File: config.mk
export PLATFORM = sky130hd
export DESIGN_NAME = beinmotion_pb_ctrl
export DESIGN_NICKNAME = d
export VERILOG_FILES = /design/src/rtl/beinmotion_pb_pkg.sv /design/src/rtl/beinmotion_pb_debounce.sv /design/src/rtl/beinmotion_pb_ctrl.sv
export SDC_FILE = /design/constraint.sdc
export NUM_CORES = 1
export LEC_CHECK = 0
export BUFFER_PORTS_ARGS = -buffer_cell sky130_fd_sc_hd__buf_2
export CORE_UTILIZATION = 30
export DETAILED_ROUTE_END_ITERATION = 8
export GPL_TIMING_DRIVEN = 0
export PLACE_DENSITY = 0.53
export SLEW_MARGIN = 20
export SYNTH_ARGS = -nofsm -noshare
export SYNTH_HDL_FRONTEND = slang
export SYNTH_SLANG_ARGS = --single-unit
File: constraint.sdc
create_clock -name clk -period 1.5 [get_ports clk]
set_input_delay 0.15 -clock clk [delete_from_list [all_inputs] [get_ports clk]]
set_output_delay 0.15 -clock clk [all_outputs]
set_load 0.005 [all_outputs]
File: src/rtl/beinmotion_pb_pkg.sv
// Shared constants for the BeInMotion push-button controller: register map and
// default parameter values.
package beinmotion_pb_pkg;

  localparam logic [1:0] PB_ADDR_DATA = 2'd0;
  localparam logic [1:0] PB_ADDR_MASK = 2'd1;
  localparam logic [1:0] PB_ADDR_EDGE = 2'd2;
  localparam logic [1:0] PB_ADDR_RAW  = 2'd3;

  localparam int PB_WIDTH_DEFAULT    = 7;
  localparam int PB_DEBOUNCE_DEFAULT = 50000;

endpackage

File: src/rtl/beinmotion_pb_debounce.sv
// One push-button bit: 2-flop synchronizer, stability counter and stable level.
// The counter exists only when BEINMOTION_PB_DEBOUNCE_EN is defined.
module beinmotion_pb_debounce
  import beinmotion_pb_pkg::*;
#(
  parameter int DEBOUNCE_CYCLES = PB_DEBOUNCE_DEFAULT
) (
  input  logic clk,
  input  logic reset_n,
  input  logic i_raw,
  output logic o_sync,
  output logic o_stable,
  output logic o_rise
);

  logic r_meta;
  logic r_sync;
  logic r_stable;

  // NOTE: sequential state is always assigned with <= so every flop samples
  // the pre-edge value of its neighbours regardless of statement order.
  always_ff @(posedge clk or negedge reset_n) begin
    if (!reset_n) begin
      r_meta <= 1'b0;
      r_sync <= 1'b0;
    end else begin
      r_meta <= i_raw;
      r_sync <= r_meta;
    end
  end

`ifdef BEINMOTION_PB_DEBOUNCE_EN
  localparam int CNT_W = $clog2(DEBOUNCE_CYCLES + 1);
  localparam logic [CNT_W-1:0] CNT_LAST = CNT_W'(DEBOUNCE_CYCLES - 1);

  logic [CNT_W-1:0] r_cnt;
  logic             w_expire;

  // The level is accepted on the sample that completes the stable run.
  assign w_expire = (r_sync != r_stable) && (r_cnt == CNT_LAST);

  always_ff @(posedge clk or negedge reset_n) begin
    if (!reset_n) begin
      r_cnt    <= '0;
      r_stable <= 1'b0;
    end else if (r_sync == r_stable) begin
      r_cnt <= '0;
    end else if (w_expire) begin
      r_stable <= r_sync;
      r_cnt    <= '0;
    end else begin
      r_cnt <= r_cnt + CNT_W'(1);
    end
  end

  assign o_rise = w_expire & r_sync;
`else
  logic w_unused_cfg;
  assign w_unused_cfg = (DEBOUNCE_CYCLES > 0);

  always_ff @(posedge clk or negedge reset_n) begin
    if (!reset_n) r_stable <= 1'b0;
    else          r_stable <= r_sync;
  end

  assign o_rise = r_sync & ~r_stable;
`endif

  assign o_sync   = r_sync;
  assign o_stable = r_stable;

endmodule

File: src/rtl/beinmotion_pb_ctrl.sv
// Avalon-MM push-button controller: debounced levels, IRQ mask, W1C edge capture
// and raw levels. Debounce counters are built when BEINMOTION_PB_DEBOUNCE_EN is defined.
module beinmotion_pb_ctrl
  import beinmotion_pb_pkg::*;
#(
  parameter int WIDTH           = PB_WIDTH_DEFAULT,
  parameter int DEBOUNCE_CYCLES = PB_DEBOUNCE_DEFAULT
) (
  input  logic             clk,
  input  logic             reset_n,
  input  logic [1:0]       address,
  input  logic             write,
  input  logic [31:0]      writedata,
  input  logic [WIDTH-1:0] in_port,
  output logic [31:0]      readdata,
  output logic             irq
);

  logic [WIDTH-1:0] w_sync;
  logic [WIDTH-1:0] w_stable;
  logic [WIDTH-1:0] w_rise;
  logic [WIDTH-1:0] w_edge_clr;
  logic             w_mask_we;
  logic [31:0]      w_rdata;
  logic             w_unused_wdata;

  logic [WIDTH-1:0] r_mask;
  logic [WIDTH-1:0] r_edge;

  for (genvar gi = 0; gi < WIDTH; gi++) begin : g_bit
    beinmotion_pb_debounce #(
      .DEBOUNCE_CYCLES(DEBOUNCE_CYCLES)
    ) u_debounce (
      .clk     (clk),
      .reset_n (reset_n),
      .i_raw   (in_port[gi]),
      .o_sync  (w_sync[gi]),
      .o_stable(w_stable[gi]),
      .o_rise  (w_rise[gi])
    );
  end

  assign w_mask_we      = write && (address == PB_ADDR_MASK);
  assign w_edge_clr     = (write && (address == PB_ADDR_EDGE)) ? writedata[WIDTH-1:0] : '0;
  assign w_unused_wdata = &{1'b0, writedata};

  // A rise arriving with a clear of the same bit keeps the bit set.
  always_ff @(posedge clk or negedge reset_n) begin
    if (!reset_n) begin
      r_mask <= '0;
      r_edge <= '0;
      irq    <= 1'b0;
    end else begin
      if (w_mask_we) r_mask <= writedata[WIDTH-1:0];
      r_edge <= (r_edge & ~w_edge_clr) | w_rise;
      irq    <= |(r_edge & r_mask);
    end
  end

  // NOTE: the default assignment ahead of the case keeps this purely
  // combinational; a path that leaves w_rdata unassigned would infer a latch.
  always_comb begin
    w_rdata = '0;
    case (address)
      PB_ADDR_DATA: w_rdata = 32'(w_stable);
      PB_ADDR_MASK: w_rdata = 32'(r_mask);
      PB_ADDR_EDGE: w_rdata = 32'(r_edge);
      PB_ADDR_RAW:  w_rdata = 32'(w_sync);
      default:      w_rdata = '0;
    endcase
  end

  always_ff @(posedge clk or negedge reset_n) begin
    if (!reset_n) readdata <= '0;
    else          readdata <= w_rdata;
  end

endmodule

==> impl_metrics.env <==
export IMPL_slowest_stage="dfrtp_1"
export IMPL_fin_crit_ns=1.016
export IMPL_cts_resized=0
export IMPL_yosysTopAreaCellShare=0.6196
export IMPL_coreArea_sq_um=5540
export IMPL_p_per_area_nw_per_um2=1086
export IMPL_vdd_ir_drop_max_uv=626.2
export IMPL_syn_inst=112
export IMPL_n_fill_cell=537
export IMPL_violations="negative hold slack"
export IMPL_max_freq_mhz=984.1
export IMPL_io_pins=77
export IMPL_finalSetupViolations=0
export IMPL_root_buffer="clkbuf_8"
export IMPL_ys_warn_count=0
export IMPL_synth_seq_area_share=0.6196
export IMPL_placed_area_sq_um=2037
export IMPL_worst_path_buf_inv=0
export IMPL_rrSetupSlack_ns=0.48
export IMPL_clock_sinks=43
export IMPL_drv_cap=0
export IMPL_clk_latency_ns=0.29
export IMPL_worst_endpoint_required_ns=1.66
export IMPL_critPathTopFamily="flip-flops"
export IMPL_drc=0
export IMPL_synth_cell_types=13
export IMPL_path_cells="a222oi_1 > nand3_1"
export IMPL_multi_input_area_sq_um=514.2
export IMPL_via_per_inst=3.927
export IMPL_reg2reg_to="irq"
export IMPL_fin_skew_ns=0.006656
export IMPL_grt_setup_unrepaired="no"
export IMPL_clk_path_buf_depth=2
export IMPL_die_y_um=78.09
export IMPL_wl_per_cell_um=11.79
export IMPL_whs_ns=-0.0005104
export IMPL_regArea_sq_um=1076
export IMPL_grt_pass1_vias=952
export IMPL_syn2layout_area_growth_pct=27.09
export IMPL_htree_levels=2
export IMPL_worst_slew_pin_slew_ns=0.9265
export IMPL_n_antenna_cell=0
export IMPL_relSlewSlack=0.3823
export IMPL_start_util=0.3135
export IMPL_place_congestion=0.7015
export IMPL_vias=970
export IMPL_clkTransAtPathRegs_ns=0.08
export IMPL_syn_area_sq_um=1737
export IMPL_die_w_um=78.09
export IMPL_cts_inserted_buffers=5
export IMPL_netlist_top_cells_area="dfrtp_1 (62%), buf_4 (11%), mux4_2 (9.1%)"
export IMPL_synth_top_cell_by_area="dfrtp_1"
export IMPL_syn_area_per_cell_sq_um=15.51
export IMPL_grt_pass1_wl_mm=4.657
export IMPL_ant_nets=0
export IMPL_design_area_sq_um=2207
export IMPL_worst_r2r_cell_count=2
export IMPL_synthXorXnorAreaFrac=0
export IMPL_final_layout_size_suffix_gt1_frac=0.4229
export IMPL_detailed_place_hpwl_mm=1.999
export IMPL_crit_path_max_fanout=3
export IMPL_fin_crit_sh=0.6775
export IMPL_finalHoldViolCount=3
export IMPL_slew_viol_final=0
export IMPL_io_buffer_count=24
export IMPL_nets=218
export IMPL_final_common_cell="dfrtp_1"
export IMPL_final_cell_mix="dfrtp_1 (43), buf_4 (25), conb_1 (25), buf_2 (24)"
export IMPL_synth_compound_area_frac=0.05476
export IMPL_critPathMaxStageDelay_ns=0.40
export IMPL_cp_start_kind="register"
export IMPL_p_leak_nw=1.059
export IMPL_grt_start_max_net_pins=44
export IMPL_synth_top_family_by_area="buffers and inverters"
export IMPL_status="finished, violations left"
export IMPL_cp_end_kind="register"
export IMPL_crit_arrival_ns=1.17
export IMPL_fin_tns_setup_ns=0
export IMPL_drt_pass1_iter_count=4
export IMPL_synthMuxAreaShare=0.1362
export IMPL_grt_overflow=0
export IMPL_die_area_sq_um=6097
export IMPL_synth_seq_cells=43
export IMPL_drtIter0Drc=52
export IMPL_antenna_found_initial=0
export IMPL_timing_rr_start="r_mask[0]"
export IMPL_synth_adder_area_share=0
export IMPL_drt_wl_total_mm=2.912
export IMPL_synth_simple_area_share=0.05115
export IMPL_rows=27
export IMPL_cts_setup_buffers=0
export IMPL_worstSetupPathType="reg2reg"
export IMPL_track_usage=0.1054
export IMPL_hp_class="in2async"
export IMPL_cts_tree="done"
## synth_stat cells
cell type	instances
dfrtp_1	43
buf_4	25
a221o_1	7
inv_1	7
mux2_2	7
mux4_2	7
nor2b_1	7
a22oi_1	2
buf_6	2
nand3b_4	2
a222oi_1	1
conb_1	1
nand3_1	1
## cell type report
type | instances | share of cell area
clock buffers | 8 | 0.04535
repair buffers | 31 | 0.08617
well taps | 72 | 0.04082
plain buffers | 27 | 0.09524
multi-input cells | 59 | 0.2330
flip-flops and latches | 43 | 0.4875
inverters | 7 | 0.01190
## routing by layer
| metal | up-vias | GRT usage | wire length (um) |
|---|---|---|---|
| li1 | 460 | - | - |
| met1 | 468 | 0.1239 | 1173 |
| met2 | 35 | 0.1746 | 1513 |
| met3 | 7 | 0.03372 | 165 |
| met4 | 0 | 0.05000 | 60 |
| met5 | - | 0 | 0 |
## sequential cells by signal (all words and copies together), names as in the netlist
name                       cells
g_bit.u_debounce.r_meta        7
g_bit.u_debounce.o_sync        7
r_mask                         7
g_bit.u_debounce.o_stable      7
r_edge                         7
readdata                       7
irq                            1
## report_power, final
part | total [mW] | switching, mW | internal, mW
combinational | 0.298 | 0.118 | 0.180
clock | 0.784 | 0.364 | 0.420
sequential | 1.31 | 0.0576 | 1.26
total | 2.40 | 0.540 | 1.86
## how the worst max path moves through the flow
stage | start | endpoint | slack (ns) | depth (start not counted)
after floorplan | r_edge[1] | readdata[1] | 0.55 | 1
after global placement | r_mask[0] | irq | 0.49 | 2
after detailed placement | r_mask[0] | irq | 0.47 | 2
after CTS | r_mask[0] | irq | 0.46 | 2
after global routing | r_edge[0] | irq | 0.43 | 2
final | r_mask[0] | irq | 0.48 | 2
## cell families (layout without fill, tap and decap cells)
logic type | after synthesis | in the layout
compound gates | 10 | 10
buf+inv | 34 | 73
flops | 43 | 43
mux | 14 | 14
other cells | 1 | 25
simple gates | 10 | 10
## through the flow
step / total power, mW / worst slack, ns / utilization / cells / hold WS (ns)
after global routing: 2.521 / 0.4334 / 0.3984 / 247 / 0.07330
after global placement: 1.611 / 0.4908 / 0.3677 / 232 / 0.2591
after floorplan: 1.512 / 0.5517 / - / 136 / -0.1456
final: 2.398 / 0.4838 / 0.3984 / 247 / -0.0005104
after detailed placement: 1.626 / 0.4706 / 0.3677 / 232 / 0.2593
after CTS: 2.418 / 0.4581 / 0.3984 / 247 / 0.03183
## timing repair
action                                  4_1_cts  5_1_grt
endpoints found under the hold margin         7        0
hold buffers                                  7        0
endpoints found under the setup margin        0        0
Note: power is estimated with default switching activity, not from simulation.
